<file path="config.mk">
export PLATFORM = sky130hd
export DESIGN_NAME = seven_seg_scan_driver
export DESIGN_NICKNAME = d
export VERILOG_FILES = /design/src/rtl/seg_pkg.sv /design/src/rtl/seg_hex_decoder.sv /design/src/rtl/seven_seg_scan_driver.sv
export SDC_FILE = /design/constraint.sdc
export NUM_CORES = 1
export LEC_CHECK = 0
export ABC_AREA = 1
export BUFFER_PORTS_ARGS = -buffer_cell sky130_fd_sc_hd__clkbuf_2
export CAP_MARGIN = 20
export CORE_MARGIN = 2
export CORE_UTILIZATION = 38
export CTS_CLUSTER_SIZE = 25
export DETAILED_ROUTE_END_ITERATION = 12
export PLACE_DENSITY = 0.67
export RECOVER_POWER = 25
export SKIP_CTS_REPAIR_TIMING = 1
export SYNTH_ARGS = -nofsm -noshare
export SYNTH_HDL_FRONTEND = slang
export SYNTH_SLANG_ARGS = --single-unit
</file>
<file path="constraint.sdc">
create_clock -name clk -period 7.15 [get_ports clk]
set_clock_uncertainty 0.15 [all_clocks]
set_input_delay 1.43 -clock clk [delete_from_list [all_inputs] [get_ports clk]]
set_output_delay 1.43 -clock clk [all_outputs]
set_load 0.005 [all_outputs]
</file>
<file path="src/rtl/seg_pkg.sv">
// Shared seven-segment types: segment vector, blank pattern and hex glyph table.
// Segment order is {g,f,e,d,c,b,a}, active-low.
package seg_pkg;

    typedef logic [6:0] seg_t;

    localparam seg_t SEG_BLANK = 7'h7F;

    localparam seg_t HEX_SEG [16] = '{
        7'h40, 7'h79, 7'h24, 7'h30,
        7'h19, 7'h12, 7'h02, 7'h78,
        7'h00, 7'h10, 7'h08, 7'h03,
        7'h46, 7'h21, 7'h06, 7'h0E
    };

endpackage

</file>
<file path="src/rtl/seg_hex_decoder.sv">
// Combinational hex nibble to active-low seven-segment glyph.
module seg_hex_decoder
    import seg_pkg::*;
(
    input  logic [3:0] nibble,
    output seg_t       seg
);

    always_comb begin
        seg = HEX_SEG[nibble];
    end

endmodule

</file>
<file path="src/rtl/seven_seg_scan_driver.sv">
// Multiplexed hex display scanner with frame shadowing, leading-zero blanking,
// an inter-digit guard cycle and optional PWM dimming (macro SEG_BRIGHTNESS_EN).
module seven_seg_scan_driver
    import seg_pkg::*;
#(
    parameter int NUM_DIGITS  = 8,
    parameter int REFRESH_DIV = 100000
) (
    input  logic                    clk,
    input  logic                    rst,
    input  logic [4*NUM_DIGITS-1:0] number,
    input  logic [NUM_DIGITS-1:0]   dp_in,
    input  logic                    blank_lz,
    input  logic [3:0]              brightness,
    output logic [6:0]              seg_out,
    output logic                    dp_out,
    output logic [NUM_DIGITS-1:0]   an,
    output logic                    frame_tick
);

    localparam int PRE_W = $clog2(REFRESH_DIV);
    localparam int IDX_W = (NUM_DIGITS > 1) ? $clog2(NUM_DIGITS) : 1;
    localparam logic [PRE_W-1:0] PRE_MAX = PRE_W'(REFRESH_DIV - 1);
    localparam logic [IDX_W-1:0] IDX_MAX = IDX_W'(NUM_DIGITS - 1);

    generate
        if (REFRESH_DIV < 32 || (REFRESH_DIV % 16) != 0) begin : g_bad_refresh_div
            $error("REFRESH_DIV must be a multiple of 16 and at least 32");
        end
        if (NUM_DIGITS < 1 || NUM_DIGITS > 16) begin : g_bad_num_digits
            $error("NUM_DIGITS must be in 1..16");
        end
    endgenerate

    logic [PRE_W-1:0]        prescaler;
    logic [IDX_W-1:0]        digit_idx;
    logic                    slot_start;
    logic                    slot_end;
    logic                    frame_start;

    logic [4*NUM_DIGITS-1:0] number_sh;
    logic [NUM_DIGITS-1:0]   dp_sh;
    logic                    blank_lz_sh;

    logic [4*NUM_DIGITS-1:0] number_eff;
    logic [NUM_DIGITS-1:0]   dp_eff;
    logic                    blank_lz_eff;
    logic [NUM_DIGITS-1:0]   lz_blank;
    logic [3:0]              cur_nibble;
    seg_t                    cur_seg;
    logic                    lit;
    logic [NUM_DIGITS-1:0]   an_nxt;

    assign slot_start  = (prescaler == '0);
    assign slot_end    = (prescaler == PRE_MAX);
    assign frame_start = slot_start && (digit_idx == '0);
    assign frame_tick  = slot_end && (digit_idx == IDX_MAX);

    always_ff @(posedge clk or posedge rst) begin
        if (rst) begin
            prescaler <= '0;
            digit_idx <= '0;
        end else if (slot_end) begin
            prescaler <= '0;
            digit_idx <= (digit_idx == IDX_MAX) ? '0 : digit_idx + 1'b1;
        end else begin
            prescaler <= prescaler + 1'b1;
        end
    end

    always_ff @(posedge clk or posedge rst) begin
        if (rst) begin
            number_sh   <= '0;
            dp_sh       <= '0;
            blank_lz_sh <= 1'b0;
        end else if (frame_start) begin
            number_sh   <= number;
            dp_sh       <= dp_in;
            blank_lz_sh <= blank_lz;
        end
    end

    // On the capture cycle the shadows are still stale, so the output registers
    // take the values being captured; digit 0 then shows one value for its whole slot.
    always_comb begin
        number_eff   = frame_start ? number   : number_sh;
        dp_eff       = frame_start ? dp_in    : dp_sh;
        blank_lz_eff = frame_start ? blank_lz : blank_lz_sh;
    end

    always_comb begin
        logic zero_above;
        zero_above = 1'b1;
        lz_blank   = '0;
        for (int unsigned k = NUM_DIGITS; k > 0; k--) begin
            zero_above    = zero_above && (number_eff[4*(k-1) +: 4] == 4'h0);
            lz_blank[k-1] = blank_lz_eff && zero_above && (k > 1);
        end
    end

    always_comb begin
        cur_nibble = number_eff[4*int'(digit_idx) +: 4];
    end

    seg_hex_decoder u_hex_decoder (
        .nibble (cur_nibble),
        .seg    (cur_seg)
    );

`ifdef SEG_BRIGHTNESS_EN
    localparam int SUB_LEN = REFRESH_DIV / 16;
    localparam int SUB_W   = $clog2(SUB_LEN);
    localparam logic [SUB_W-1:0] SUB_MAX = SUB_W'(SUB_LEN - 1);

    logic [SUB_W-1:0] sub_cnt;
    logic [3:0]       sub_idx;
    logic [3:0]       bright_q;

    always_ff @(posedge clk or posedge rst) begin
        if (rst) begin
            sub_cnt <= '0;
            sub_idx <= '0;
        end else if (slot_end) begin
            sub_cnt <= '0;
            sub_idx <= '0;
        end else if (sub_cnt == SUB_MAX) begin
            sub_cnt <= '0;
            sub_idx <= sub_idx + 1'b1;
        end else begin
            sub_cnt <= sub_cnt + 1'b1;
        end
    end

    // Loaded at prescaler 0; that cycle is the guard cycle, so the stale value is never used.
    always_ff @(posedge clk or posedge rst) begin
        if (rst) begin
            bright_q <= '0;
        end else if (slot_start) begin
            bright_q <= brightness;
        end
    end

    assign lit = (sub_idx <= bright_q);
`else
    logic unused_brightness;
    assign unused_brightness = ^brightness;
    assign lit = 1'b1;
`endif

    always_comb begin
        an_nxt = '1;
        if (!slot_start && lit) begin
            an_nxt[digit_idx] = 1'b0;
        end
    end

    always_ff @(posedge clk or posedge rst) begin
        if (rst) begin
            an      <= '1;
            seg_out <= SEG_BLANK;
            dp_out  <= 1'b1;
        end else begin
            an      <= an_nxt;
            seg_out <= lz_blank[digit_idx] ? SEG_BLANK : cur_seg;
            dp_out  <= ~dp_eff[digit_idx];
        end
    end

endmodule

</file>
==> results of run 1 <==
## registers in the layout, summed over array words and instances, names as in the netlist
signal,count
number_sh,32
prescaler,17
an,8
dp_sh,8
seg_out,7
digit_idx,3
blank_lz_sh,1
dp_out,1
## layer usage
metal  up-vias  wire length (um)  global-route usage, %
li1       1942                 -                      -
met1      1844              4770                   25.0
met2       118              5200                   29.5
met3        25               541                   3.86
met4         0               301                   7.74
met5         -                 0                      0
## area by class of cell
class	instances	area (um^2)
sequential	77	1950
fill	1154	6240
inverter	97	364
clock inverter	5	77.6
clock buffer	11	233
multi-input combinational	396	1950
timing repair buffer	63	325
tap	143	179
## cells in the final DEF, fill, tap and decap left out, drive strengths merged, types with 16 or more instances in the layout
cell type,synthesis,layout
nand2,202,202
inv,97,96
clkbuf,2,70
dfrtp,61,61
nor2,58,58
nand3,39,39
nand4,31,31
o21ai,17,17
dfstp,16,16
## per-stage QoR
step	utilization (%)	hold slack [ns]	cells	power, W	area [um^2]
after global placement	42.1	0.308	776	0.000536	4770
after CTS	44.9	0.328	792	0.00102	5080
final	44.9	0.324	792	0.00101	5080
after global routing	44.9	0.341	792	0.00105	5080
after detailed placement	42.1	0.312	776	0.000537	4770
after floorplan	-	0.290	586	0.000509	4390
## path summary, 6_finish.rpt
| kind | start | end | slack, ns | depth (start not counted) |
|---|---|---|---|---|
| max | prescaler[12] | seg_out[0] | 2.98 | 16 |
| min | dp_sh[0] | dp_sh[0] | 0.32 | 2 |
| max reg2reg | prescaler[12] | seg_out[0] | 2.98 | 16 |
| min reg2reg | dp_sh[0] | dp_sh[0] | 0.32 | 2 |
| max in group asynchronous | rst | number_sh[13] | 4.99 | 3 |
| min in group asynchronous | rst | dp_sh[1] | 1.22 | 3 |
## worst max-delay path, delay by kind of cell (launching register included)
kind,cells,cell delay (ns)
adders and majority gates,1,0.21
DFF,1,0.43
buffers and inverters,2,0.16
AOI/OAI and AO/OA,2,0.71
and+or+nand+nor,11,2.45
## power groups by stage
stage	clock network (W)	logic (W)	registers [W]
2_1_floorplan	0	0.0000435	0.000466
3_3_place_gp	0	0.0000701	0.000466
3_5_place_dp	0	0.0000712	0.000466
4_1_cts	0.000490	0.0000719	0.000459
5_1_grt	0.000510	0.0000822	0.000460
6_report	0.000483	0.0000710	0.000459
## logic make-up after synthesis
| family | count (synthesis) |
|---|---|
| adder cells (fa/ha/maj) | 11 |
| XOR/XNOR | 4 |
| buffers and inverters | 113 |
| flip-flops | 77 |
| AND/OR/NAND/NOR | 345 |
| AO/OA/AOI/OAI | 36 |
==> impl_results.md, run 1 <==
- Setup slack at placement: 3.04 ns
- Crit start category: register
- TritonRoute pass-1 iters: 5
- Warnings, synthesis: 0
- Global router's overall resource usage: 18.6%
- Xor-xnor portion of the synthesized cell area: 0.798%
- CTS clk-pin slew, worst paths: 0.06 ns
- Placement Rows: 39
- Wire length of the first global-routing pass: 18,600 um
- Via/cell ratio: 4.96
- Via count of the first global-routing pass: 3,857
- Horizontal extent of the die: 111 um
- Worst slew pin tran: 0.992 ns
- Total wire length: 10,800 um
- Max cap viols: 0
- Cell internal power dissipation: 0.000785 W
- H-tree depth: 3
- Count of port buffers added during placement: 59
- Static power due to leakage: 2.78 nW
- Setup TNS Final: 0 ns
- Req. time, crit path: 7.28 ns
- Std-Cell Core Area: 0.0113 mm^2
- Number of hold-slack violations in the final timing report: 0
- Vertical die dimension: 111 um
- CTS tree: done
- Post-synthesis cell type count: 36
- CP max stage cell: sky130_fd_sc_hd__nand3_1
- Final Max Slew Viols: 0
- Portion of total power attributed to combinational logic: 7.0%
- Routed vias: 3,929
- Average wire per standard cell: 13.6 um
- Worst Slack Setup Final: 2.98 ns
- RSZ-0062 raised after global routing: false
- VDD IR max: 91.8 uV
- Crit path cell chain: nor2_2, nand2_1, nor2_2, nand3_1, o21ai_1, o21ai_0, nor2_1, nand2_2, inv_1, ha_1, nand3_1, nand2_1, nand2_1, nand2_1, inv_2, nand2_1
- Post-synth EDFFs: 0
- Synthesized-area fraction occupied by ao, oa, aoi and oai cells: 5.07%
- Areal power density over the cells: 199 mW/mm^2
- Most frequent cells after synthesis: sky130_fd_sc_hd__nand2_1 (192), sky130_fd_sc_hd__inv_1 (95), sky130_fd_sc_hd__dfrtp_1 (61)
- Number of clock buffers inserted by TritonCTS: 9
- Worst Hold Class: reg2reg
- Period minus WS final: 4.17 ns
- Async SR Flop Fraction: 100%
- Root Buffer Master: sky130_fd_sc_hd__clkbuf_16
- Post-synth net total: 644
- Highest cell delay on the worst timing path: 0.80 ns
- Estimated wirelength of the detail-placed design: 7710 um
- Post-synthesis share of cell area spent on and, or, nand and nor gates: 35.5%
- Critical path capture point type: register
- Relative slew slack: 33.8%
- Largest net degree at the start of global routing: 78
- Number of DRC violations after detailed routing: 0
- Combinational family with the most area after synthesis: simple AND/OR/NAND/NOR gates
- Proportion of power drawn by the clock network: 47.7%
- Mux cell area share after synthesis: 0%
- Post-layout nets: 702
- Most used DFF post-synth: sky130_fd_sc_hd__dfrtp_1
- Library cell with the largest summed area after synthesis: sky130_fd_sc_hd__dfrtp_1
- Cell count after synthesis: 586
- Io pins: 64
- Cell seen most often among critical-path stages: sky130_fd_sc_hd__nand2_1
- Post-Synthesis Mean Instance Area: 7.49 um^2
- Leftover overflow at the end of global routing: 0
- DRT iter0 DRCs: 260
- Most frequently used cell type in the post-synthesis netlist: sky130_fd_sc_hd__nand2_1
- Portion of the clock cycle consumed by the worst path in the final layout: 58.3%
- Portion of synthesized cell area occupied by the leading cell type: 34.8%
- Category of the critical setup timing path: reg2reg
- Share of cells above drive strength 1: 18.5%
- Area growth from synthesis to layout: 15.7%
- Number of clock sinks: 77
- Starting utilization of the core area: 38.8%
- Final antenna-violating net count: 0
- Max Fanout on Critical Path: 21
- Total net switching power: 0.000227 W
- Switching share of power: 22.4%
- Antenna diode count: 0
- Clk buf depth: 2
- Die Area: 0.0124 mm^2
- Finish-stage setup viols: 0
- Outcome: finished clean
- Latest clock arrival within the worst-skew pair: 0.34 ns
- Initial antenna violation count: 0
- Final Wtd Congestion: 0.870
- Post-Synth Adder-Cell Area: 3.14%
- Synthesized area: 0.00439 mm^2
- Dominant cells by area after synthesis: sky130_fd_sc_hd__dfrtp_1 (35%), sky130_fd_sc_hd__nand2_1 (16%), sky130_fd_sc_hd__dfstp_2 (9.6%)
- Synthesized flop and latch total: 77
- Sequential-to-total area share from yosys stat: 44.4%
- Highest achievable clock rate: 240 MHz
- Sequential group share of total power: 45.3%
- Arrival time at the worst endpoint: 4.30 ns
Note: power is estimated with default switching activity, not from simulation.
==> run 2, diff against run 1 <==
- PLACE_DENSITY: 0.67 -> 0.69
- clock period: 7.15 -> 3.6 ns (I/O delays scaled with it)
==> run 2 against run 1 <==
  * Hold slack gained 0.00061 ns
  * Fmax rose by 30%
  * Sequential share of layout area down 0.42 points
  * The flow now finishes with violations (capacitance limit, slew limit)
==> impl_results.md, run 2 (synthesized netlist as in run 1, its figures left out) <==
- Outcome: finished with violations
- Violated checks: capacitance limit, slew limit
- Period minus WS final: 3.20 ns
- Relative slew slack: -5.94%
- Worst Hold Class: reg2reg
- Via count of the first global-routing pass: 3,883
- Non-filler cells, final: 799
- Max cap viols: 1
- Count of port buffers added during placement: 59
- Average wire per standard cell: 13.7 um
- Tot Pwr: 0.00196 W
- Static power due to leakage: 2.82 nW
- Number of hold-slack violations in the final timing report: 0
- Final Wtd Congestion: 0.890
- Latest clock arrival within the worst-skew pair: 0.34 ns
- VDD IR max: 186 uV
- Number of DRC violations after detailed routing: 0
- Flop-to-flop setup slack: 0.40 ns
- Final antenna-violating net count: 0
- CTS clk-pin slew, worst paths: 0.06 ns
- Std-Cell Core Area: 0.0113 mm^2
- Io pins: 64
- Top reg by flops: number_sh
- Leftover overflow at the end of global routing: 0
- Portion of the clock cycle consumed by the worst path in the final layout: 88.8%
- TritonRoute pass-1 iters: 4
- Root Buffer Master: sky130_fd_sc_hd__clkbuf_16
- Share of cells above drive strength 1: 19.7%
- Final Max Slew Viols: 65
- Areal power density over the cells: 383 mW/mm^2
- Most common cell after layout, fill and taps aside: sky130_fd_sc_hd__nand2_1
- Category of the critical setup timing path: reg2reg
- Total wire length: 10,900 um
- Number of filler instances in the final layout: 1,143
- Crit start category: register
- Horizontal extent of the die: 111 um
- Initial antenna violation count: 0
- CTS tree: done
- Finish-stage setup viols: 0
- Global router's overall resource usage: 18.5%
- Routed vias: 3,934
- Final core utilization: 45.4%
- Arrival time at the worst endpoint: 3.31 ns
- Starting utilization of the core area: 38.8%
- Number of instances on the worst hold path: 2
- RSZ-0062 raised after global routing: false
- Number of clock buffers inserted by TritonCTS: 9
- H-tree depth: 3
- Worst hold margin: 0.325 ns
- Max Fanout on Critical Path: 34
- Setup TNS Final: 0 ns
- Largest net degree at the start of global routing: 78
- Critical path capture point type: register
- Req. time, crit path: 3.71 ns
- Area growth from synthesis to layout: 17.0%
- Highest achievable clock rate: 313 MHz
- Antenna diode count: 0
- Via/cell ratio: 4.92
- Worst slew pin tran: 1.59 ns
- Estimated wirelength of the detail-placed design: 8040 um
- Placed Instances: 783
- Worst r2r path cells: 20
- Post-layout nets: 710
- Number of clock sinks: 77
- DRT iter0 DRCs: 324
- Placement Rows: 39
- Wire length of the first global-routing pass: 18,500 um
- Die Area: 0.0124 mm^2
- Commonest cells after routing, fill and taps aside: sky130_fd_sc_hd__nand2_1 (192), sky130_fd_sc_hd__inv_1 (95), sky130_fd_sc_hd__dfrtp_1 (61)
- Biggest registers after layout: number_sh (32), prescaler (17)
- Largest register FFs: 32
- Vertical die dimension: 111 um
- Clk buf depth: 2
## run 2: worst paths after layout
check                        startpoint      endpoint
max                        digit_idx[0]    seg_out[3]
min                            dp_sh[7]      dp_sh[7]
max reg2reg                digit_idx[0]    seg_out[3]
min reg2reg                    dp_sh[7]      dp_sh[7]
max in group asynchronous           rst  number_sh[0]
min in group asynchronous           rst      dp_sh[0]
## run 2: worst max-delay path: stages, from the launching register on
cell	delay [ns]
sky130_fd_sc_hd__dfrtp_1	0.49
sky130_fd_sc_hd__inv_1	0.16
sky130_fd_sc_hd__ha_1	0.23
sky130_fd_sc_hd__inv_1	0.06
sky130_fd_sc_hd__nor2_2	0.05
sky130_fd_sc_hd__buf_4	0.17
sky130_fd_sc_hd__nand3_4	0.07
sky130_fd_sc_hd__buf_4	0.35
sky130_fd_sc_hd__nand2_1	0.10
sky130_fd_sc_hd__nand2_1	0.16
sky130_fd_sc_hd__nand2_1	0.07
sky130_fd_sc_hd__nand2_1	0.09
sky130_fd_sc_hd__nor2_1	0.05
sky130_fd_sc_hd__nand2_2	0.13
sky130_fd_sc_hd__inv_1	0.09
sky130_fd_sc_hd__ha_1	0.25
sky130_fd_sc_hd__nand3b_1	0.18
sky130_fd_sc_hd__nand3_1	0.10
sky130_fd_sc_hd__nand2_1	0.06
sky130_fd_sc_hd__inv_1	0.04
sky130_fd_sc_hd__nand2_1	0.04
## run 2: report_power, final
group	leakage (nW)	internal [W]	total, W	switching, W
clock	0.141	0.000553	0.000912	0.000359
combinational	1.76	0.0000533	0.000142	0.0000888
sequential	0.910	0.000902	0.000911	0.00000972
## run 2: metal layers
layer	part of all wire (%)	up-vias	track usage [%]
li1	-	1971	-
met1	44	1835	24.1
met2	48	103	29.9
met3	5.3	25	3.70
met4	3.1	0	8.48
met5	0	-	0
## run 2: stage by stage
step | setup slack, ns | cell area [um^2]
final | 0.401 | 5130
after global routing | 0.168 | 5130
after CTS | 0.423 | 5130
after detailed placement | 0.437 | 4840
after global placement | 0.551 | 4840
after floorplan | 0.790 | 4390
## run 2: layout make-up
type / instances / area [um^2] / area share (%)
multi-input combinational: 396 / 1960 / 38.1
clock inverter: 5 / 58.8 / 1.15
tap: 143 / 179 / 3.48
inverter: 97 / 364 / 7.09
sequential: 77 / 1950 / 37.9
clock buffer: 10 / 239 / 4.65
timing repair buffer: 71 / 392 / 7.63
